$ cat config.mk
export PLATFORM = sky130hd
export DESIGN_NAME = data_cache
export DESIGN_NICKNAME = d
export VERILOG_FILES = /design/src/rtl/data_cache_pkg.sv /design/src/rtl/data_cache_array.sv /design/src/rtl/data_cache.sv
export SDC_FILE = /design/constraint.sdc
export NUM_CORES = 1
export LEC_CHECK = 0
export BUFFER_PORTS_ARGS = -buffer_cell sky130_fd_sc_hd__buf_2
export CORE_ASPECT_RATIO = 0.8
export CORE_MARGIN = 2
export CORE_UTILIZATION = 60
export DETAILED_ROUTE_END_ITERATION = 10
export PLACE_DENSITY = 0.79
export SYNTH_ARGS = -nofsm -noshare
export SYNTH_HDL_FRONTEND = slang
export SYNTH_SLANG_ARGS = --single-unit
$ cat constraint.sdc
create_clock -name CLK -period 4.5 [get_ports CLK]
set_input_delay 0.225 -clock CLK [delete_from_list [all_inputs] [get_ports CLK]]
set_output_delay 0.225 -clock CLK [all_outputs]
set_load 0.1 [all_outputs]
$ cat src/rtl/data_cache_pkg.sv
// Shared definitions for the direct-mapped data cache: field widths,
// FSM state encoding, CPU address layout and a byte-select helper.
package data_cache_pkg;

  localparam int unsigned NUM_BLOCKS  = 8;
  localparam int unsigned BLOCK_BYTES = 4;
  localparam int unsigned BYTE_W      = 8;
  localparam int unsigned TAG_W       = 3;
  localparam int unsigned IDX_W       = 3;
  localparam int unsigned OFF_W       = 2;
  localparam int unsigned ADDR_W      = TAG_W + IDX_W + OFF_W;
  localparam int unsigned BLOCK_W     = BLOCK_BYTES * BYTE_W;
  localparam int unsigned MEM_ADDR_W  = TAG_W + IDX_W;

  typedef enum logic [1:0] {
    ST_IDLE      = 2'd0,
    ST_WRITEBACK = 2'd1,
    ST_FETCH     = 2'd2
  } state_t;

  // CPU byte address split into cache fields
  typedef struct packed {
    logic [TAG_W-1:0] tag;
    logic [IDX_W-1:0] index;
    logic [OFF_W-1:0] offset;
  } cpu_addr_t;

  // Select byte 'off' of a line; byte0 lives in [7:0]
  function automatic logic [BYTE_W-1:0] block_byte(input logic [BLOCK_W-1:0] line,
                                                   input logic [OFF_W-1:0]   off);
    logic [BYTE_W-1:0] b;
    b = '0;
    for (int unsigned i = 0; i < BLOCK_BYTES; i++) begin
      if (off == OFF_W'(i)) b = line[i*BYTE_W +: BYTE_W];
    end
    return b;
  endfunction

endpackage

$ cat src/rtl/data_cache_array.sv
// Storage for the data cache: valid/dirty bits (async cleared), tags and
// line data (never cleared). Combinational read of one line, one full-line
// fill port and one byte store port into the line currently being read.
// Ports:
//   CLK, RESET                       clock, async active-high reset
//   rd_index                         line selected for read and for stores
//   rd_valid/rd_dirty/rd_tag/rd_data contents of the selected line
//   fill_en/fill_index/fill_tag/fill_data   line refill from memory
//   store_en/store_offset/store_data        byte store into rd_index line
module data_cache_array
  import data_cache_pkg::*;
(
  input  logic               CLK,
  input  logic               RESET,
  input  logic [IDX_W-1:0]   rd_index,
  output logic               rd_valid,
  output logic               rd_dirty,
  output logic [TAG_W-1:0]   rd_tag,
  output logic [BLOCK_W-1:0] rd_data,
  input  logic               fill_en,
  input  logic [IDX_W-1:0]   fill_index,
  input  logic [TAG_W-1:0]   fill_tag,
  input  logic [BLOCK_W-1:0] fill_data,
  input  logic               store_en,
  input  logic [OFF_W-1:0]   store_offset,
  input  logic [BYTE_W-1:0]  store_data
);

  logic [NUM_BLOCKS-1:0] valid_q;
  logic [NUM_BLOCKS-1:0] dirty_q;
  logic [TAG_W-1:0]      tag_q  [NUM_BLOCKS];
  logic [BLOCK_W-1:0]    data_q [NUM_BLOCKS];

  // Line status; fill and store are never active in the same cycle
  always_ff @(posedge CLK or posedge RESET) begin
    if (RESET) begin
      valid_q <= '0;
      dirty_q <= '0;
    end else if (fill_en) begin
      valid_q[fill_index] <= 1'b1;
      dirty_q[fill_index] <= 1'b0;
    end else if (store_en) begin
      dirty_q[rd_index] <= 1'b1;
    end
  end

  // Tag and data payload, left untouched by reset
  always_ff @(posedge CLK) begin
    if (fill_en) begin
      tag_q[fill_index]  <= fill_tag;
      data_q[fill_index] <= fill_data;
    end else if (store_en) begin
      for (int unsigned b = 0; b < BLOCK_BYTES; b++) begin
        if (store_offset == OFF_W'(b)) data_q[rd_index][b*BYTE_W +: BYTE_W] <= store_data;
      end
    end
  end

  assign rd_valid = valid_q[rd_index];
  assign rd_dirty = dirty_q[rd_index];
  assign rd_tag   = tag_q[rd_index];
  assign rd_data  = data_q[rd_index];

endmodule

$ cat src/rtl/data_cache.sv
// Direct-mapped, write-back, write-allocate data cache between the CPU
// memory port and a 32-bit block memory. Hits complete with no stall;
// misses stall the CPU through BUSYWAIT while a dirty victim is written back
// and the missing block is fetched.
// Ports:
//   CLK, RESET              clock, async active-high reset
//   READ, WRITE             CPU load/store strobes (both high = load)
//   ADDRESS, WRITE_DATA     CPU byte address {tag,index,offset} and store data
//   READ_DATA, BUSYWAIT     load data (combinational on hit), CPU stall
//   MEM_READ, MEM_WRITE     registered block fetch / write-back requests
//   MEM_ADDRESS             registered block address {tag,index}
//   MEM_WRITEDATA           registered victim block, byte0 in [7:0]
//   MEM_READDATA            fetched block, byte0 in [7:0]
//   MEM_BUSYWAIT            memory busy, completion on first edge it is low
module data_cache
  import data_cache_pkg::*;
(
  input  logic                  CLK,
  input  logic                  RESET,
  input  logic                  READ,
  input  logic                  WRITE,
  input  logic [ADDR_W-1:0]     ADDRESS,
  input  logic [BYTE_W-1:0]     WRITE_DATA,
  output logic [BYTE_W-1:0]     READ_DATA,
  output logic                  BUSYWAIT,
  output logic                  MEM_READ,
  output logic                  MEM_WRITE,
  output logic [MEM_ADDR_W-1:0] MEM_ADDRESS,
  output logic [BLOCK_W-1:0]    MEM_WRITEDATA,
  input  logic [BLOCK_W-1:0]    MEM_READDATA,
  input  logic                  MEM_BUSYWAIT
);

  state_t             state;
  cpu_addr_t          addr_f;
  logic               line_valid;
  logic               line_dirty;
  logic [TAG_W-1:0]   line_tag;
  logic [BLOCK_W-1:0] line_data;
  logic [TAG_W-1:0]   miss_tag;
  logic               hit;
  logic               req;
  logic               store_en;
  logic               fill_en;

  assign addr_f = cpu_addr_t'(ADDRESS);

  data_cache_array u_array (
    .CLK          (CLK),
    .RESET        (RESET),
    .rd_index     (addr_f.index),
    .rd_valid     (line_valid),
    .rd_dirty     (line_dirty),
    .rd_tag       (line_tag),
    .rd_data      (line_data),
    .fill_en      (fill_en),
    .fill_index   (MEM_ADDRESS[IDX_W-1:0]),
    .fill_tag     (miss_tag),
    .fill_data    (MEM_READDATA),
    .store_en     (store_en),
    .store_offset (addr_f.offset),
    .store_data   (WRITE_DATA)
  );

  // Hit detection, CPU stall and load data; READ has priority over WRITE
  always_comb begin
    hit       = line_valid && (line_tag == addr_f.tag);
    req       = READ || WRITE;
    BUSYWAIT  = req && !RESET && !((state == ST_IDLE) && hit);
    store_en  = (state == ST_IDLE) && hit && WRITE && !READ;
    fill_en   = (state == ST_FETCH) && !MEM_BUSYWAIT;
    READ_DATA = '0;
    if (READ && !RESET && (state == ST_IDLE) && hit) READ_DATA = block_byte(line_data, addr_f.offset);
  end

  // Miss handling FSM with registered memory-port outputs. The miss tag is
  // captured at miss time so a withdrawn request still fills the right line.
  always_ff @(posedge CLK or posedge RESET) begin
    if (RESET) begin
      state         <= ST_IDLE;
      MEM_READ      <= 1'b0;
      MEM_WRITE     <= 1'b0;
      MEM_ADDRESS   <= '0;
      MEM_WRITEDATA <= '0;
      miss_tag      <= '0;
    end else begin
      case (state)
        ST_IDLE: begin
          if (req && !hit) begin
            miss_tag <= addr_f.tag;
            if (line_valid && line_dirty) begin
              state         <= ST_WRITEBACK;
              MEM_WRITE     <= 1'b1;
              MEM_ADDRESS   <= {line_tag, addr_f.index};
              MEM_WRITEDATA <= line_data;
            end else begin
              state       <= ST_FETCH;
              MEM_READ    <= 1'b1;
              MEM_ADDRESS <= {addr_f.tag, addr_f.index};
            end
          end
        end
        ST_WRITEBACK: begin
          if (!MEM_BUSYWAIT) begin
            state       <= ST_FETCH;
            MEM_WRITE   <= 1'b0;
            MEM_READ    <= 1'b1;
            MEM_ADDRESS <= {miss_tag, MEM_ADDRESS[IDX_W-1:0]};
          end
        end
        ST_FETCH: begin
          if (!MEM_BUSYWAIT) begin
            state    <= ST_IDLE;
            MEM_READ <= 1'b0;
          end
        end
        default: begin
          state     <= ST_IDLE;
          MEM_READ  <= 1'b0;
          MEM_WRITE <= 1'b0;
        end
      endcase
    end
  end

endmodule

==> results.sh <==
export IMPL_final_area_mm2=0.0167
export IMPL_yosys_warnings=0
export IMPL_yosysUniqueCellTypes=55
export IMPL_final_nets=1077
export IMPL_clk_latency_ps=520
export IMPL_grt_pass1_wl_um=56400
export IMPL_route_detailed_wl_per_inst_um=28.4
export IMPL_viasPerCell=6.68
export IMPL_netlist_area_mm2=0.0143
export IMPL_yosysSeqAreaShare=0.694
export IMPL_overflow=0
export IMPL_synth_nets=931
export IMPL_rows=50
export IMPL_worstHoldPathType="in2reg"
export IMPL_hold_depth=3
export IMPL_endpoint_kind="primary output"
export IMPL_holdPathEnd="state[1]"
export IMPL_p_per_area_mw_per_mm2=520
export IMPL_critical_path_startpoint_type="primary input"
export IMPL_tightest_slew_ps=1040
export IMPL_wirelength_um=38600
export IMPL_critPathKind="in2out"
export IMPL_worstReg2RegStart="u_array.tag_q[4][0]"
export IMPL_initialDrtViolationCount=1316
export IMPL_first_global_vias=8579
export IMPL_worstPathRequired_ps=4280
export IMPL_cts_buffers=34
export IMPL_worstPathMaxFanout=25
export IMPL_fin_skew_ps=22.0
export IMPL_routed_via_count=9101
export IMPL_clk_path_buf_depth=3
export IMPL_grt_use_met3=0.0932
export IMPL_areaGrowthSynthToFinish_pct=16.4
export IMPL_hold_viol_final=0
export IMPL_antenna_left=0
export IMPL_core_mm2=0.0234
export IMPL_firstDrtPassIters=5
export IMPL_ff2ff_setup_slack_ps=1040
export IMPL_grt_use_total=0.314
export IMPL_place_area_mm2=0.0156
export IMPL_gr_usage_met2=0.448
export IMPL_ys_ff_latch=341
export IMPL_total_power_uw=8650
export IMPL_slew_violations=0
export IMPL_cts_sinks=341
export IMPL_cts_root_buffer="clkbuf_16"
export IMPL_start_util=0.611
export IMPL_htreeDepth=2
export IMPL_post_route_period_util=0.771
export IMPL_fin_tns_setup_ps=0
export IMPL_antenna_found_initial=3
export IMPL_avgSynthCellArea_um2=16.3
export IMPL_hold_slack_ps=57.8
export IMPL_hp_start="MEM_BUSYWAIT"
export IMPL_vdd_drop_max_mv=0.357
export IMPL_dieArea_mm2=0.0251
export IMPL_reg2reg_to="u_array.data_q[2][8]"
export IMPL_rr_worst_depth=8
export IMPL_postSynth_asyncResetShare=0.179
export IMPL_dpl_hpwl_um=25500
export IMPL_period_minus_slack_ps=3470
export IMPL_grt_max_degree=73
export IMPL_drive_above_1_share=0.298
export IMPL_slew_headroom=0.304
export IMPL_boundaryPins=102
export IMPL_gr_usage_met1=0.466
export IMPL_die_x_um=177
export IMPL_chipHeight_um=142
export IMPL_synth_edf_count=280
export IMPL_drc_errors=0
export IMPL_busiest_layer="met1"
export IMPL_synthFlopType="edfxtp_1"
export IMPL_clk_pin_slew_worst_paths_ps=60
export IMPL_cts_resized=0
export IMPL_setup_violations_final=0
export IMPL_gp_congestion=0.922
export IMPL_io_buffers=101
export IMPL_cp_arrival_ps=3240
export IMPL_syn_inst=878
export IMPL_rsz0062_at_grt="false"
export IMPL_cts_setup_buffers=0
export IMPL_drv_cap=0
export IMPL_outcome="finished clean"
export IMPL_fin_util=0.712
export IMPL_max_freq_ghz=0.288
export IMPL_p_leak_uw=0.00627
export IMPL_cts_tree="built"
==> stage by stage <==
step	setup slack (ps)	std cells
floorplan	614	878
global placement	902	1296
detailed placement	798	1296
CTS	1090	1360
global route	911	1360
finish	1030	1362
==> cell usage in the layout (no fill, tap or decap), types with 8 or more instances in the layout <==
cell       netlist  final
a21oi_1         11     11
a221o_1          8      8
a221oi_1        29     29
a22o_1           8      8
a22oi_1         27     27
and2_1           9      9
buf_12           0      9
buf_2           14     92
buf_4            5     60
clkbuf_1        24     17
clkbuf_16        0     35
dfrtp_1         61     61
edfxtp_1       280    280
inv_1           25     24
mux2_1          32     32
mux2_2          58     58
mux2i_1         43     43
mux4_2          27     27
nand2_1         39     39
nand2b_1        15     15
nand3_1          9      9
nor2_1          22     22
nor2b_1         12     12
o21ai_0          9      9
o22ai_1         10     10
o31ai_1         19     19
o41ai_2          0     14
==> timing repair <==
| item | in CTS | in global routing |
|---|---|---|
| hold buffers | 4 | 0 |
| hold endpoints to repair | 64 | 0 |
| endpoints found under the setup margin | 0 | 0 |
==> area by class of cell <==
| cell class | count | area [um^2] |
|---|---|---|
| multi-input cells | 454 | 4090 |
| inverters | 28 | 105 |
| fillers | 1501 | 6750 |
| well taps | 312 | 390 |
| diodes | 2 | 5.00 |
| clock inverters | 6 | 32.5 |
| clock buffers | 54 | 967 |
| repair buffers | 165 | 1130 |
| flip-flops and latches | 341 | 9930 |
==> cell usage after synthesis, types with 2 or more instances <==
cell type | n | area [um^2]
mux2_1 | 32 | 360
buf_4 | 5 | 37.5
a21boi_0 | 2 | 15.0
nand3_1 | 9 | 45.0
buf_2 | 14 | 70.1
nor3_1 | 6 | 30.0
a221o_1 | 8 | 80.1
inv_1 | 25 | 93.8
mux2i_1 | 43 | 430
a22o_1 | 8 | 70.1
or3_1 | 2 | 12.5
nor2_1 | 22 | 82.6
nand4_1 | 2 | 12.5
clkinv_1 | 2 | 7.51
o21ai_0 | 9 | 45.0
buf_6 | 6 | 67.6
a21oi_1 | 11 | 55.1
edfxtp_1 | 280 | 8410
o221a_2 | 3 | 33.8
a221oi_1 | 29 | 254
o22a_1 | 3 | 26.3
nand2_1 | 39 | 146
o41ai_1 | 15 | 131
a22oi_1 | 27 | 203
o211ai_1 | 3 | 22.5
o31ai_1 | 19 | 143
and2_1 | 9 | 56.3
mux2_2 | 58 | 653
o21ai_1 | 7 | 35.0
mux4_2 | 27 | 608
nor2b_1 | 12 | 75.1
nand2b_1 | 15 | 93.8
buf_1 | 6 | 22.5
dfrtp_1 | 61 | 1530
o221ai_1 | 7 | 61.3
o22ai_1 | 10 | 62.6
clkbuf_1 | 24 | 90.1
==> power breakdown <==
part	leakage [uW]	internal (uW)	switching, uW	total [uW]
registers	0.00327	3910	203	4110
logic	0.00252	499	1440	1940
clock network	0.000488	1480	1130	2600
total	0.00627	5880	2770	8650
==> cells by family after synthesis <==
family                 synth area share
AND/OR/NAND/NOR                  0.0441
AO/OA/AOI/OAI                    0.0907
multiplexers                      0.143
flip-flops                        0.694
buffers and inverters            0.0275
==> routing by layer <==
metal | vias up | share of wire | wire length [um]
li1 | 3802 | - | -
met1 | 4457 | 0.39 | 15100
met2 | 740 | 0.43 | 16700
met3 | 102 | 0.14 | 5590
met4 | 0 | 0.034 | 1320
met5 | - | 0 | 0
==> flip-flops by register name, summed over array words and instances, names as in the netlist <==
signal	cells
u_array.data_q	256
MEM_WRITEDATA	32
u_array.tag_q	24
u_array.dirty_q	8
u_array.valid_q	8
MEM_ADDRESS	6
miss_tag	3
state	2
MEM_READ	1
MEM_WRITE	1
==> how the worst max path moves through the flow <==
stage | start | end | slack, ps | cells after the start
CTS | u_array.tag_q[4][0] | u_array.data_q[2][9] | 1090 | 8
global route | ADDRESS[2] | READ_DATA[6] | 910 | 8
finish | ADDRESS[2] | READ_DATA[6] | 1030 | 8
floorplan | ADDRESS[2] | READ_DATA[3] | 610 | 9
detailed placement | ADDRESS[3] | u_array.data_q[2][11] | 800 | 11
global placement | ADDRESS[3] | u_array.data_q[6][4] | 900 | 10
==> critical path, cell delays in order <==
cell,delay (ps)
buf_4,260
buf_4,420
and2_1,720
a22oi_1,230
o221ai_1,640
mux4_2,350
and2_1,170
buf_12,180
Note: power is estimated with default switching activity, not from simulation.
